===== src/rtl/multicycle_sequencer_pkg.sv =====
// Shared definitions for the multi-cycle sequencer: opcodes, ALU functions,
// the FSM state type and the opcode-to-ALU-function mapping.
package multicycle_sequencer_pkg;

  typedef enum logic [2:0] {
    ST_IDLE,
    ST_FETCH,
    ST_DECODE,
    ST_EXEC,
    ST_MEM,
    ST_WB,
    ST_HALTED,
    ST_FAULT
  } state_t;

  localparam logic [2:0] OP_ADD  = 3'b000;
  localparam logic [2:0] OP_SUB  = 3'b001;
  localparam logic [2:0] OP_ADDI = 3'b010;
  localparam logic [2:0] OP_LW   = 3'b011;
  localparam logic [2:0] OP_SW   = 3'b100;
  localparam logic [2:0] OP_BEQ  = 3'b101;
  localparam logic [2:0] OP_AND  = 3'b110;
  localparam logic [2:0] OP_HALT = 3'b111;

  localparam logic [2:0] ALU_ADD = 3'b000;
  localparam logic [2:0] ALU_SUB = 3'b001;
  localparam logic [2:0] ALU_AND = 3'b010;

  // Address arithmetic (ADDI, LW, SW) shares the adder; BEQ compares by subtracting.
  function automatic logic [2:0] alu_op_for(input logic [2:0] opcode);
    logic [2:0] f;
    case (opcode)
      OP_SUB, OP_BEQ: f = ALU_SUB;
      OP_AND:         f = ALU_AND;
      default:        f = ALU_ADD;
    endcase
    return f;
  endfunction

endpackage


===== src/rtl/multicycle_sequencer_if.sv =====
// Memory request/acknowledge bus between the sequencer and unified memory.
interface multicycle_sequencer_if;
  logic memReq;
  logic memRead;
  logic memWrite;
  logic iorD;
  logic memAck;

  modport master (output memReq, output memRead, output memWrite, output iorD,
                  input  memAck);
  modport slave  (input  memReq, input  memRead, input  memWrite, input  iorD,
                  output memAck);
endinterface


===== src/rtl/multicycle_sequencer_wait_timer.sv =====
// Counts cycles spent waiting for a memory acknowledge; flags expiry once
// the count reaches maxWait. Holds at maxWait rather than wrapping.
module seq_wait_timer #(
  parameter int waitBits = 4,
  parameter int maxWait  = 15
) (
  input  logic clk,
  input  logic reset_n,
  input  logic i_count,
  input  logic i_clear,
  output logic o_expired
);

  logic [waitBits-1:0] r_waitCnt;

  // Wait counter: clear has priority over counting.
  always_ff @(posedge clk or negedge reset_n) begin
    if (!reset_n) begin
      r_waitCnt <= '0;
    end else if (i_clear) begin
      r_waitCnt <= '0;
    end else if (i_count && !o_expired) begin
      r_waitCnt <= r_waitCnt + 1'b1;
    end
  end

  assign o_expired = (r_waitCnt == waitBits'(maxWait));

endmodule


===== src/rtl/multicycle_sequencer.sv =====
// Multi-cycle instruction sequencer: steps the shared datapath through
// FETCH/DECODE/EXEC/MEM/WB, handshakes with memory, detects memory timeouts
// and counts retired instructions.
module multicycle_sequencer
  import multicycle_sequencer_pkg::*;
#(
  parameter int opwidth    = 3,
  parameter int mcodebits  = 3,
  parameter int waitBits   = 4,
  parameter int maxWait    = 15,
  parameter int countWidth = 16
) (
  input  logic                   clk,
  input  logic                   reset_n,
  input  logic                   start,
  input  logic [mcodebits-1:0]   instruction,
  input  logic                   zero,
  multicycle_sequencer_if.master mem,
  output logic                   irWrite,
  output logic                   pcWrite,
  output logic                   pcSrc,
  output logic                   aluSrc,
  output logic [opwidth-1:0]     aluOp,
  output logic                   regWrite,
  output logic                   memToReg,
  output logic                   busy,
  output logic                   halted,
  output logic                   fault,
  output logic [countWidth-1:0]  instrCount
);

  state_t                r_state;
  state_t                w_next;
  logic [countWidth-1:0] r_instrCount;
  logic                  w_retire;
  logic                  w_memPhase;
  logic                  w_expired;
  logic                  w_timeout;

  assign w_memPhase = (r_state == ST_FETCH) || (r_state == ST_MEM);
  assign w_timeout  = w_memPhase && w_expired && !mem.memAck;

  seq_wait_timer #(
    .waitBits (waitBits),
    .maxWait  (maxWait)
  ) u_wait_timer (
    .clk       (clk),
    .reset_n   (reset_n),
    .i_count   (w_memPhase && !mem.memAck),
    .i_clear   ((w_memPhase && mem.memAck) || (w_next != r_state)),
    .o_expired (w_expired)
  );

  // State register.
  always_ff @(posedge clk or negedge reset_n) begin
    if (!reset_n) begin
      r_state <= ST_IDLE;
    end else begin
      r_state <= w_next;
    end
  end

  // Retired-instruction counter; wraps silently.
  always_ff @(posedge clk or negedge reset_n) begin
    if (!reset_n) begin
      r_instrCount <= '0;
    end else if (w_retire) begin
      r_instrCount <= r_instrCount + 1'b1;
    end
  end

  assign instrCount = r_instrCount;

  // Next-state and datapath strobes from the current state; a timeout wins over everything.
  always_comb begin
    w_next       = r_state;
    w_retire     = 1'b0;
    mem.memReq   = 1'b0;
    mem.memRead  = 1'b0;
    mem.memWrite = 1'b0;
    mem.iorD     = 1'b0;
    irWrite      = 1'b0;
    pcWrite      = 1'b0;
    pcSrc        = 1'b0;
    aluSrc       = 1'b0;
    aluOp        = '0;
    regWrite     = 1'b0;
    memToReg     = 1'b0;
    busy         = 1'b0;
    halted       = 1'b0;
    fault        = 1'b0;

    case (r_state)
      ST_IDLE: begin
        if (start) w_next = ST_FETCH;
      end
      ST_FETCH: begin
        busy        = 1'b1;
        mem.memReq  = 1'b1;
        mem.memRead = 1'b1;
        if (w_timeout) begin
          w_next = ST_FAULT;
        end else if (mem.memAck) begin
          irWrite = 1'b1;
          pcWrite = 1'b1;
          w_next  = ST_DECODE;
        end
      end
      ST_DECODE: begin
        busy = 1'b1;
        if (instruction == OP_HALT) begin
          w_retire = 1'b1;
          w_next   = ST_HALTED;
        end else begin
          w_next = ST_EXEC;
        end
      end
      ST_EXEC: begin
        busy   = 1'b1;
        aluOp  = opwidth'(alu_op_for(instruction));
        aluSrc = (instruction == OP_ADDI) || (instruction == OP_LW) ||
                 (instruction == OP_SW);
        case (instruction)
          OP_LW, OP_SW: w_next = ST_MEM;
          OP_BEQ: begin
            pcWrite  = zero;
            pcSrc    = 1'b1;
            w_retire = 1'b1;
            w_next   = ST_FETCH;
          end
          default: w_next = ST_WB;
        endcase
      end
      ST_MEM: begin
        busy         = 1'b1;
        mem.memReq   = 1'b1;
        mem.iorD     = 1'b1;
        aluSrc       = 1'b1;
        mem.memRead  = (instruction == OP_LW);
        mem.memWrite = (instruction == OP_SW);
        if (w_timeout) begin
          w_next = ST_FAULT;
        end else if (mem.memAck) begin
          if (instruction == OP_SW) begin
            w_retire = 1'b1;
            w_next   = ST_FETCH;
          end else begin
            w_next = ST_WB;
          end
        end
      end
      ST_WB: begin
        busy     = 1'b1;
        regWrite = 1'b1;
        memToReg = (instruction == OP_LW);
        w_retire = 1'b1;
        w_next   = ST_FETCH;
      end
      ST_HALTED: halted = 1'b1;
      ST_FAULT:  fault  = 1'b1;
      default:   w_next = ST_IDLE;
    endcase
  end

endmodule


===== src/flat_wrapper.sv =====
// flat-port wrapper written by rule: the top's interface ports become plain ports
module multicycle_sequencer_flat import multicycle_sequencer_pkg::*;
#(
  parameter int opwidth    = 3,
  parameter int mcodebits  = 3,
  parameter int waitBits   = 4,
  parameter int maxWait    = 15,
  parameter int countWidth = 16
)
  (clk, reset_n, start, instruction, zero, irWrite, pcWrite, pcSrc, aluSrc, aluOp, regWrite, memToReg, busy, halted, fault, instrCount, mem_memReq, mem_memRead, mem_memWrite, mem_iorD, mem_memAck);
  multicycle_sequencer_if mem_i ();
  input  logic clk;
  input  logic reset_n;
  input  logic start;
  input  logic [mcodebits-1:0] instruction;
  input  logic zero;
  output logic irWrite;
  output logic pcWrite;
  output logic pcSrc;
  output logic aluSrc;
  output logic [opwidth-1:0] aluOp;
  output logic regWrite;
  output logic memToReg;
  output logic busy;
  output logic halted;
  output logic fault;
  output logic [countWidth-1:0] instrCount;
  output wire logic [$bits(mem_i.memReq)-1:0] mem_memReq;
  output wire logic [$bits(mem_i.memRead)-1:0] mem_memRead;
  output wire logic [$bits(mem_i.memWrite)-1:0] mem_memWrite;
  output wire logic [$bits(mem_i.iorD)-1:0] mem_iorD;
  input wire logic [$bits(mem_i.memAck)-1:0] mem_memAck;
  assign mem_memReq = mem_i.memReq;
  assign mem_memRead = mem_i.memRead;
  assign mem_memWrite = mem_i.memWrite;
  assign mem_iorD = mem_i.iorD;
  assign mem_i.memAck = mem_memAck;
  multicycle_sequencer #(.opwidth(opwidth), .mcodebits(mcodebits), .waitBits(waitBits), .maxWait(maxWait), .countWidth(countWidth)) u_core (.clk(clk), .reset_n(reset_n), .start(start), .instruction(instruction), .zero(zero), .mem(mem_i), .irWrite(irWrite), .pcWrite(pcWrite), .pcSrc(pcSrc), .aluSrc(aluSrc), .aluOp(aluOp), .regWrite(regWrite), .memToReg(memToReg), .busy(busy), .halted(halted), .fault(fault), .instrCount(instrCount));
endmodule

===== config.mk =====
export PLATFORM = sky130hd
export DESIGN_NAME = multicycle_sequencer_flat
export DESIGN_NICKNAME = d
export VERILOG_FILES = /design/src/rtl/multicycle_sequencer_pkg.sv /design/src/rtl/multicycle_sequencer_if.sv /design/src/rtl/multicycle_sequencer_wait_timer.sv /design/src/rtl/multicycle_sequencer.sv /design/src/flat_wrapper.sv
export SDC_FILE = /design/constraint.sdc
export NUM_CORES = 1
export LEC_CHECK = 0
export ABC_AREA = 1
export CORE_MARGIN = 4
export CORE_UTILIZATION = 49
export CTS_CLUSTER_DIAMETER = 60
export CTS_CLUSTER_SIZE = 12
export DETAILED_ROUTE_END_ITERATION = 12
export GPL_ROUTABILITY_DRIVEN = 0
export GPL_TIMING_DRIVEN = 0
export PLACE_DENSITY = 0.86
export SETUP_SLACK_MARGIN = 0.05
export SLEW_MARGIN = 20
export SYNTH_ARGS = -nofsm -noshare
export SYNTH_HDL_FRONTEND = slang
export SYNTH_SLANG_ARGS = --single-unit

===== constraint.sdc =====
create_clock -name clk -period 1.95 [get_ports clk]
set_input_delay 0.2925 -clock clk [delete_from_list [all_inputs] [get_ports clk]]
set_output_delay 0.2925 -clock clk [all_outputs]
set_load 0.1 [all_outputs]

==> metrics.txt <==
Setup Crit Path Kind flip-flop to primary output; most common cell after layout, fill and taps aside nand2_1; Port Buffer Count 38; Post-route DRC 0; Crit. End Element primary output; Final period util approximately 96%; Overflow after GRT 0; FF-to-FF Start u_core.r_state[2]; via count between 1.5k and 2k; Net count, final 275; All-Layer GR Usage about a fifth; CP required between 1.5 and 2 ns; vias in the first global route 1465; Cell Rows 20; post-synthesis async set-or-reset flop share between 90% and 100%; Net Count, Synth ~230; largest net degree at the start of global routing 24; CP max stage delay about 0.50 ns; fillcell total 258; Hold Path Class input pin to async pin; RSZ-0062 raised after global routing yes; unique cell type count in the Yosys netlist 31; Rel. slew slack between 30% and 40%; Antenna Nets Post-Route 0; Synth Area in Compound Gates slightly below 6%; drt wl/cell ~13 µm; crit path from u_core.r_state[2]; number of synthesized flops with an enable pin 0; core area 3080 µm²; Total Die Area roughly 4200 µm²; CP top delay family flip-flops; Clock Tree Root clkbuf_4; status finished clean; width of the die around 65 µm; Worst VDD drop between 400 and 500 µV; Area growth syn-to-layout 39.1%; CTS tree yes; Initial Utilization 52.0%; Tmin final ~1.9 ns; Non-Filler Instances between 300 and 400; Avg Cell Area, Syn between 7 and 8 µm²; antenna violations before repair 0; register area share after synthesis a little over a third; warnings from Yosys 0; DP HPWL 2950 µm; CP Data Arrival Time 1.57 ns; design area 2230 µm²; #FFs+latches synth 23; TritonRoute pass-1 iters 4; skew final ~0.0080 ns; drt total wl 4030 µm; first-pass GRT wire length about 6700 µm; vias per cell 5.05; Final setup viols 0; clock sinks 23; Crit-path slowest cell dfrtp_2; commonest cells after routing, fill and taps aside 54 x nand2_1, 21 x nand3_1, 21 x nor2_1; post-synthesis mux area share 0%; ratio of cells with drive above 1 in the final layout 35.6%; DP Cell Count slightly below 300; simple-gate area share of the yosys netlist around two fifths; area taken by multi-input logic gates 1000 µm²; H-tree levels 1; Hold Vio Cnt, Final 0; Clock transition at path regs approximately 0.13 ns; placed cell areas 2130 µm²; Worst-Skew Late Latency approximately 0.32 ns; Power Density ~370 nW/µm²; main combinational cell family by area after synthesis simple AND/OR/NAND/NOR gates; total chip power ~0.82 mW; Mapped Area around 1600 µm²; max cap viols 0; Clock Tree Buf Depth 2; Post-Synth XOR/XNOR Area 8.21%; Detailed Route Iter0 Violations around 130; Post-Synth Adder-Cell Area about 1.6%; Top Ports 40; leak pwr 1.06 nW; max frequency 0.536 GHz; Reg area between 500 and 600 µm²; CP cell instances clkinv_4 > nand3_4 > nor2_4 > nand2_2 > o21ai_4 > buf_12; Die Y 65.1 µm; Num CTS Buffers 3; pins over their slew limit 0; Synth Instances roughly 220; Max Fanout on Critical Path 7; slew of the pin with the lowest slew margin 0.952 ns; Finished Core Util between 70% and 80%; Antenna diodes 0; Worst Setup Start Kind flip-flop; WP buf/inv 2; Post-synth top flop dfrtp_1
worst register-to-register path, cell delays in order (launching register included):
cell	delay [ns]
dfrtp_2	0.50
clkinv_4	0.14
nand3_4	0.14
nor2_4	0.07
buf_4	0.14
a21oi_2	0.14
nand2_4	0.11
buf_4	0.19
xor2_1	0.15
flip-flops by register name, summed over array words and instances, names as in the netlist:
register	count
u_core.u_wait_timer.r_waitCnt	4
u_core.r_state	3
u_core.instrCount	16
cell usage after synthesis, types with 3 or more instances:
library cell  count  area (µm²)
nand2_1          56         210
nor2_1           29         109
dfrtp_1          23         576
nand3_1          22         110
inv_1            18        67.6
xor2_1           11        96.3
inv_2             5        18.8
o21ai_0           5        25.0
o21ai_1           5        25.0
nor2_2            4        25.0
nor3_2            4        40.0
xnor2_1           4        35.0
nand3_2           3        30.0
area by class of cell:
type / instances / share of cell area (%)
inverters: 24 / 4.27
repair buffers: 45 / 19.6
plain buffers: 3 / 1.18
clock buffers: 3 / 1.01
multi-input cells: 165 / 45.0
flip-flops and latches: 23 / 26.3
well taps: 44 / 2.47
clock inverters: 1 / 0.225
stage by stage:
step	setup TNS (ns)	hold slack [ns]	setup WS, ns
floorplan	-0.193	-0.00309	-0.146
global placement	-8.54	0.482	-0.889
detailed placement	-8.62	0.489	-0.877
CTS	0	0.502	0.0502
global route	-0.00145	0.508	-0.00145
finish	0	0.467	0.0853
power by group:
part	switching, mW	internal (mW)	total (mW)
clock network	0.147	0.0769	0.224
registers	0.00565	0.482	0.487
logic	0.0822	0.0264	0.109
per-layer routing:
metal  track usage [%]  vias to the layer above  share of wire [%]
met2              34.1                       26                 51
met4              6.22                        0                1.5
met1              25.8                      733                 43
met3              3.59                        7                3.7
met5                 0                        -                  0
li1                  -                      788                  -
worst paths after layout:
path                                               endpoint  slack [ns]  cells after the start
max                                                 pcWrite        0.09                      6
min                        u_core.u_wait_timer.r_waitCnt[3]        0.47                      2
max reg2reg                            u_core.instrCount[0]        0.28                      8
min reg2reg                            u_core.instrCount[7]        0.50                      1
max in group asynchronous                 u_core.r_state[1]        1.11                      2
min in group clk                       u_core.instrCount[7]        0.50                      1
logic make-up (layout without fill, tap and decap cells):
| family | Yosys count | in the layout |
|---|---|---|
| other cells | 1 | 1 |
| buf+inv | 27 | 76 |
| fa+ha+maj | 2 | 2 |
| xor+xnor | 15 | 15 |
| flops | 23 | 23 |
| simple gates | 132 | 132 |
| compound gates | 15 | 15 |
timing repair:
action                                  CTS  global route
endpoints found under the hold margin     0            23
setup buffers                             0             6
hold buffers                              0             1
endpoints found under the setup margin   31            19
resized for setup                       134            26
pin swaps                                 0             3
Power figures use the tool's default switching activity.
==> RTL edit 1 (same settings) <==
`opwidth` is set to 3 in 2 places; all go to 6.
--- a/src/rtl/multicycle_sequencer.sv
+++ b/src/rtl/multicycle_sequencer.sv
@@ -5,5 +5,5 @@
   import multicycle_sequencer_pkg::*;
 #(
-  parameter int opwidth    = 3,
+  parameter int opwidth    = 6,
   parameter int mcodebits  = 3,
   parameter int waitBits   = 4,
--- a/src/flat_wrapper.sv
+++ b/src/flat_wrapper.sv
@@ -2,5 +2,5 @@
 module multicycle_sequencer_flat import multicycle_sequencer_pkg::*;
 #(
-  parameter int opwidth    = 3,
+  parameter int opwidth    = 6,
   parameter int mcodebits  = 3,
   parameter int waitBits   = 4,
Interface: changed (resized aluOp); port bits go from 40 to 43. The function was not compared with the original's and may differ.
==> RTL edit 1 against the unedited design <==
Synthesized area increased by 1.4%. Sequential share of layout area decreased by 0.059 points. Die area increased by 1.2%. Routed wire length decreased by 6.7%. Design area increased by 0.23%. Clock skew increased by 0.0049 ns. Worst setup slack got worse by 0.0025 ns. Total power increased by 3.1%. Core utilization decreased by 0.42 points. Maximum frequency decreased by 0.13%. Critical path depth unchanged. Sequential cell count unchanged. Synthesized cell count increased by 1.4%. Critical path type unchanged. Highest routed layer unchanged.
==> RTL edit 1: results (changes against the unedited design) <==
largest_register_ffs: 16  # unchanged
place_inst: 303  # +2.0%
clock_power_share_pct: 26.3  # -1.0 points
cts_buffers: 3  # unchanged
hpwlAfterDp_mm: 2.87  # -2.5%
vias: 1546  # -0.51%
power_leakage_nw: 1.07  # +1.4%
slew-limit-headroom_pct: 34.3  # -2.4 points
synthArstFlopShare_pct: 100  # unchanged
post-cts-setup-buffers: 0  # unchanged
reg2reg_slack_ns: 0.27
syn-instance-count: 218  # +1.4%
clk_latency_ns: 0.32  # about the same
yosysWarnings: 0  # unchanged
ir_drop_uv: 470  # -0.16%
final-instance-count-excl-fill: 311  # +0.97%
grtUsageMet1_pct: 25.3  # -0.52 points
grt_pass1_wl_mm: 6.39  # -3.9%
avgRoutedWirePerCell_microns: 12.1  # -7.6%
use_met2_pct: 31.1  # -3.0 points
synth-main-ff-cell: "dfrtp_1"
nFillCells: 266  # +3.1%
clock_skew_ns: 0.0129  # +0.00490 ns
min_path_type: "input port to async pin"
cp_data_arrival_time_ns: 1.57  # about the same
p_int_mw: 0.588  # +0.56%
first_pass_iters: 4  # unchanged
io_buffers: 38  # unchanged
drtIter0Drc: 146  # +15%
grt_pass1_vias: 1425  # -2.7%
h-tree-depth: 1  # unchanged
grt_usage_pct: 18.7  # -1.3 points
critPathMaxFanout: 6  # -1
antenna_found_initial: 0  # unchanged
yosysSeqAreaShare_pct: 35.5  # -0.50 points
clk_path_buf_depth: 2  # unchanged
nets: 278  # +1.1%
status: "completed"
ctsResizeCount: 128  # -4.5%
r2r_cells: 8  # unchanged
yosysUniqueCellTypes: 31  # unchanged
grt_max_degree: 24  # unchanged
crit_path_start: "u_core.r_state[1]$_DFF_PN0_"
path_clk_slew_ns: 0.13  # about the same
synth_area_leaders: "dfrtp_1, nand2_1, nand3_1"
root_buffer: "clkbuf_4"
reg2reg_to: "u_core.instrCount[0]$_DFFE_PN0P_"
use_met3_pct: 4.10  # +0.51 points
n_antenna_cell: 0  # unchanged
ys_top_cells_by_count: "nand2_1, nor2_1, dfrtp_1"
powerSeq_mw: 0.487  # about the same
crit_end: "pcWrite"
drive_above_1_share_pct: 35.2  # -0.40 points
## RTL edit 1: cell count changes in the layout (fill, tap and decap cells not counted), sizes merged
cell           unedited run  this run
conb                      1         4
clkbuf                   11        13
clkdlybuf4s15            10         8
buf                      23        22
clkdlybuf4s50             4         5
clkinv                    2         3
dlygate4sd3               1         0
## RTL edit 1: cell families after synthesis
| kind of cell | share of synthesized area (%) |
|---|---|
| adder cells (fa/ha/maj) | 1.54 |
| buffers and inverters | 8.71 |
| AO/OA/AOI/OAI | 5.71 |
| flip-flops | 35.5 |
| other | 0.231 |
| AND/OR/NAND/NOR | 40.2 |
| XOR/XNOR | 8.10 |
## RTL edit 1: per-layer routing
layer / share of wire (%) / routed length (microns)
met1: 45 / 1700
met2: 48 / 1820
met3: 5.4 / 203
met4: 0.85 / 32
met5: 0 / 0
## RTL edit 1: metrics by stage
stage	power, mW	setup slack (ns)	hold WS (ns)	TNS, ns	cell area, sq um
2_1_floorplan	0.593	-0.146	-0.00309	-0.193	1730
3_3_place_gp	0.634	-0.878	0.487	-8.51	2160
3_5_place_dp	0.635	-0.870	0.499	-8.57	2160
4_1_cts	0.849	0.0444	0.521	0	2190
5_1_grt	0.888	-0.000285	0.541	-0.000285	2230
6_report	0.845	0.0828	0.493	0	2230
## RTL edit 1: final cells by class
type	instances	share of cell area (%)
multi-input combinational	168	45.6
sequential	23	26.2
timing repair buffer	41	17.7
inverter	24	4.37
tap	44	2.47
buffer	6	2.19
clock buffer	3	1.01
clock inverter	1	0.224
timing repair inverter	1	0.224
## RTL edit 1: critical path, stage by stage, from the launching register on
cell     delay, ns
dfrtp_2       0.48
buf_4         0.15
nand3_4       0.13
nor2_4        0.16
nand2_2       0.07
o21ai_4       0.07
buf_12        0.19
==> RTL edit 2 (same settings) <==
Without the edit above. Encoding of `state_t`: now one-hot (8 bits for 8 states).
--- a/src/rtl/multicycle_sequencer_pkg.sv
+++ b/src/rtl/multicycle_sequencer_pkg.sv
@@ -3,13 +3,13 @@
 package multicycle_sequencer_pkg;
 
-  typedef enum logic [2:0] {
-    ST_IDLE,
-    ST_FETCH,
-    ST_DECODE,
-    ST_EXEC,
-    ST_MEM,
-    ST_WB,
-    ST_HALTED,
-    ST_FAULT
+  typedef enum logic [7:0] {
+    ST_IDLE   = 8'b00000001,
+    ST_FETCH  = 8'b00000010,
+    ST_DECODE = 8'b00000100,
+    ST_EXEC   = 8'b00001000,
+    ST_MEM    = 8'b00010000,
+    ST_WB     = 8'b00100000,
+    ST_HALTED = 8'b01000000,
+    ST_FAULT  = 8'b10000000
   } state_t;
 
Check against the original RTL: no difference found for any inputs over 10 cycles, from zero or initial values and one cycle with reset_n low; not proved beyond that.
==> RTL edit 2 against the unedited design <==
The run now ends with setup timing left. Sequential cell count rose by 5. Non-clock buffer count rose by 16. Core utilization rose by 4.2 points. Design area rose by 28%. Die area rose by 17%. Synthesized area rose by 19%. Routed wire length rose by 47%. Worst setup slack got worse by 0.16 ns. Count of clock-buffer cells in the layout rose by 1. Global-route usage rose by 1.9 points. Largest cell class unchanged. Highest routed layer unchanged.
Power is not compared: it rests on default switching activity, and its combinational part moved more than twofold at a synthesized area within 25%.
==> RTL edit 2: results (changes against the unedited design) <==
status: "finished with violations"
violations: "setup timing"
critPathMaxFanout: 4  # -3
setup-violations-final: 6  # +6
syn-mean-instance-area_sq_um: 6.81  # -8.4%
wl_met3_microns: 386  # +160%
wl_mm: 5.91  # +47%
path_clk_slew_ns: 0.10  # -0.03 ns
setup_ws_ns: -0.0785  # -0.164 ns
drtIter0Drc: 164  # +29%
clock_skew_ns: 0.00645  # -0.00158 ns
cp_slowest_cell: "dfrtp_1"
synth_area_leaders: "dfrtp_1, nand2_1, nor2_1"
cp_data_arrival_time_ns: 1.74  # +0.17 ns
place_inst: 366  # +23%
grt_usage_pct: 21.9  # +1.9 points
cp_slowest_stage_delay_ns: 0.43  # -0.07 ns
syn-num-nets: 290  # +29%
cp_top_family: "buffers and inverters"
fin_setup_tns_ns: -0.193  # -0.193 ns
placed_area_sq_um: 2450  # +15%
nets: 356  # +29%
vias_per_cell: 5.35  # +6.0%
synth_fa_ha_area_share_pct: 1.31  # -0.25 points
grt_max_degree: 29  # +21%
area_growth_pct: 49.0
wl_met2_mm: 3.00  # +45%
rr_startpoint: "u_core.r_state[0]$_DFF_PN1_"
grt_pass1_vias: 1914  # +31%
wl_met1_mm: 2.28  # +31%
ys_top_cells_by_count: "nand2_1, nor2_1, inv_1"
final-instance-count-excl-fill: 393  # +28%
reg2reg_slack_ns: 0.15  # -0.13 ns
grt_pass1_wl_mm: 8.90  # +34%
r2r_cells: 11  # +3
synth_xor_area_share_pct: 5.51  # -2.7 points
drive_above_1_share_pct: 33.0  # -2.6 points
yosysUniqueCellTypes: 29  # -6.5%
RTL edit 2: how the worst max path moves through the flow:
stage	startpoint	endpoint	slack, ns	cells past startpoint
finish	u_core.r_state[4]$_DFF_PN0_	mem_memRead	-0.08	8
detailed placement	instruction[1]	pcWrite	-1.10	9
global route	u_core.r_state[4]$_DFF_PN0_	mem_memRead	-0.19	8
global placement	instruction[1]	pcWrite	-1.06	9
CTS	instruction[1]	pcWrite	-0.1	9
floorplan	u_core.r_state[7]$_DFF_PN0_	mem_memRead	-0.29	5
RTL edit 2: where the power goes:
group / switching [mW] / internal, mW / leakage (nW)
combinational: 0.611 / 0.282 / 0.996
sequential: 0.0600 / 0.629 / 0.379
clock: 0.192 / 0.181 / 0.0288
total: 0.863 / 1.09 / 1.40
RTL edit 2: layer usage:
metal	global-route usage [%]	up-vias
met1	27.7	977
li1	-	987
met3	2.73	26
met4	5.74	0
met2	38.8	112
met5	0	-
RTL edit 2: logic make-up after synthesis:
kind of cell / Yosys count
DFF: 28
xor gates and xnor gates: 12
other: 1
adders and majority gates: 2
AOI/OAI and AO/OA: 11
buffers and inverters: 36
and+or+nand+nor: 190
RTL edit 2: what timing repair did:
item,in CTS,in global routing
hold endpoints to repair,0,0
gates resized for setup,148,46
setup buffers,6,17
pin swaps,8,10
endpoints found under the setup margin,31,26
gates cloned,0,0
RTL edit 2: cell type report:
class,count,area share [%]
Inverter,33,5.15
Sequential cell,28,24.9
Clock buffer,4,1.94
Tap cell,48,2.11
Multi-Input combinational cell,216,43.1
Timing Repair Buffer,61,21.5
Buffer,3,1.36
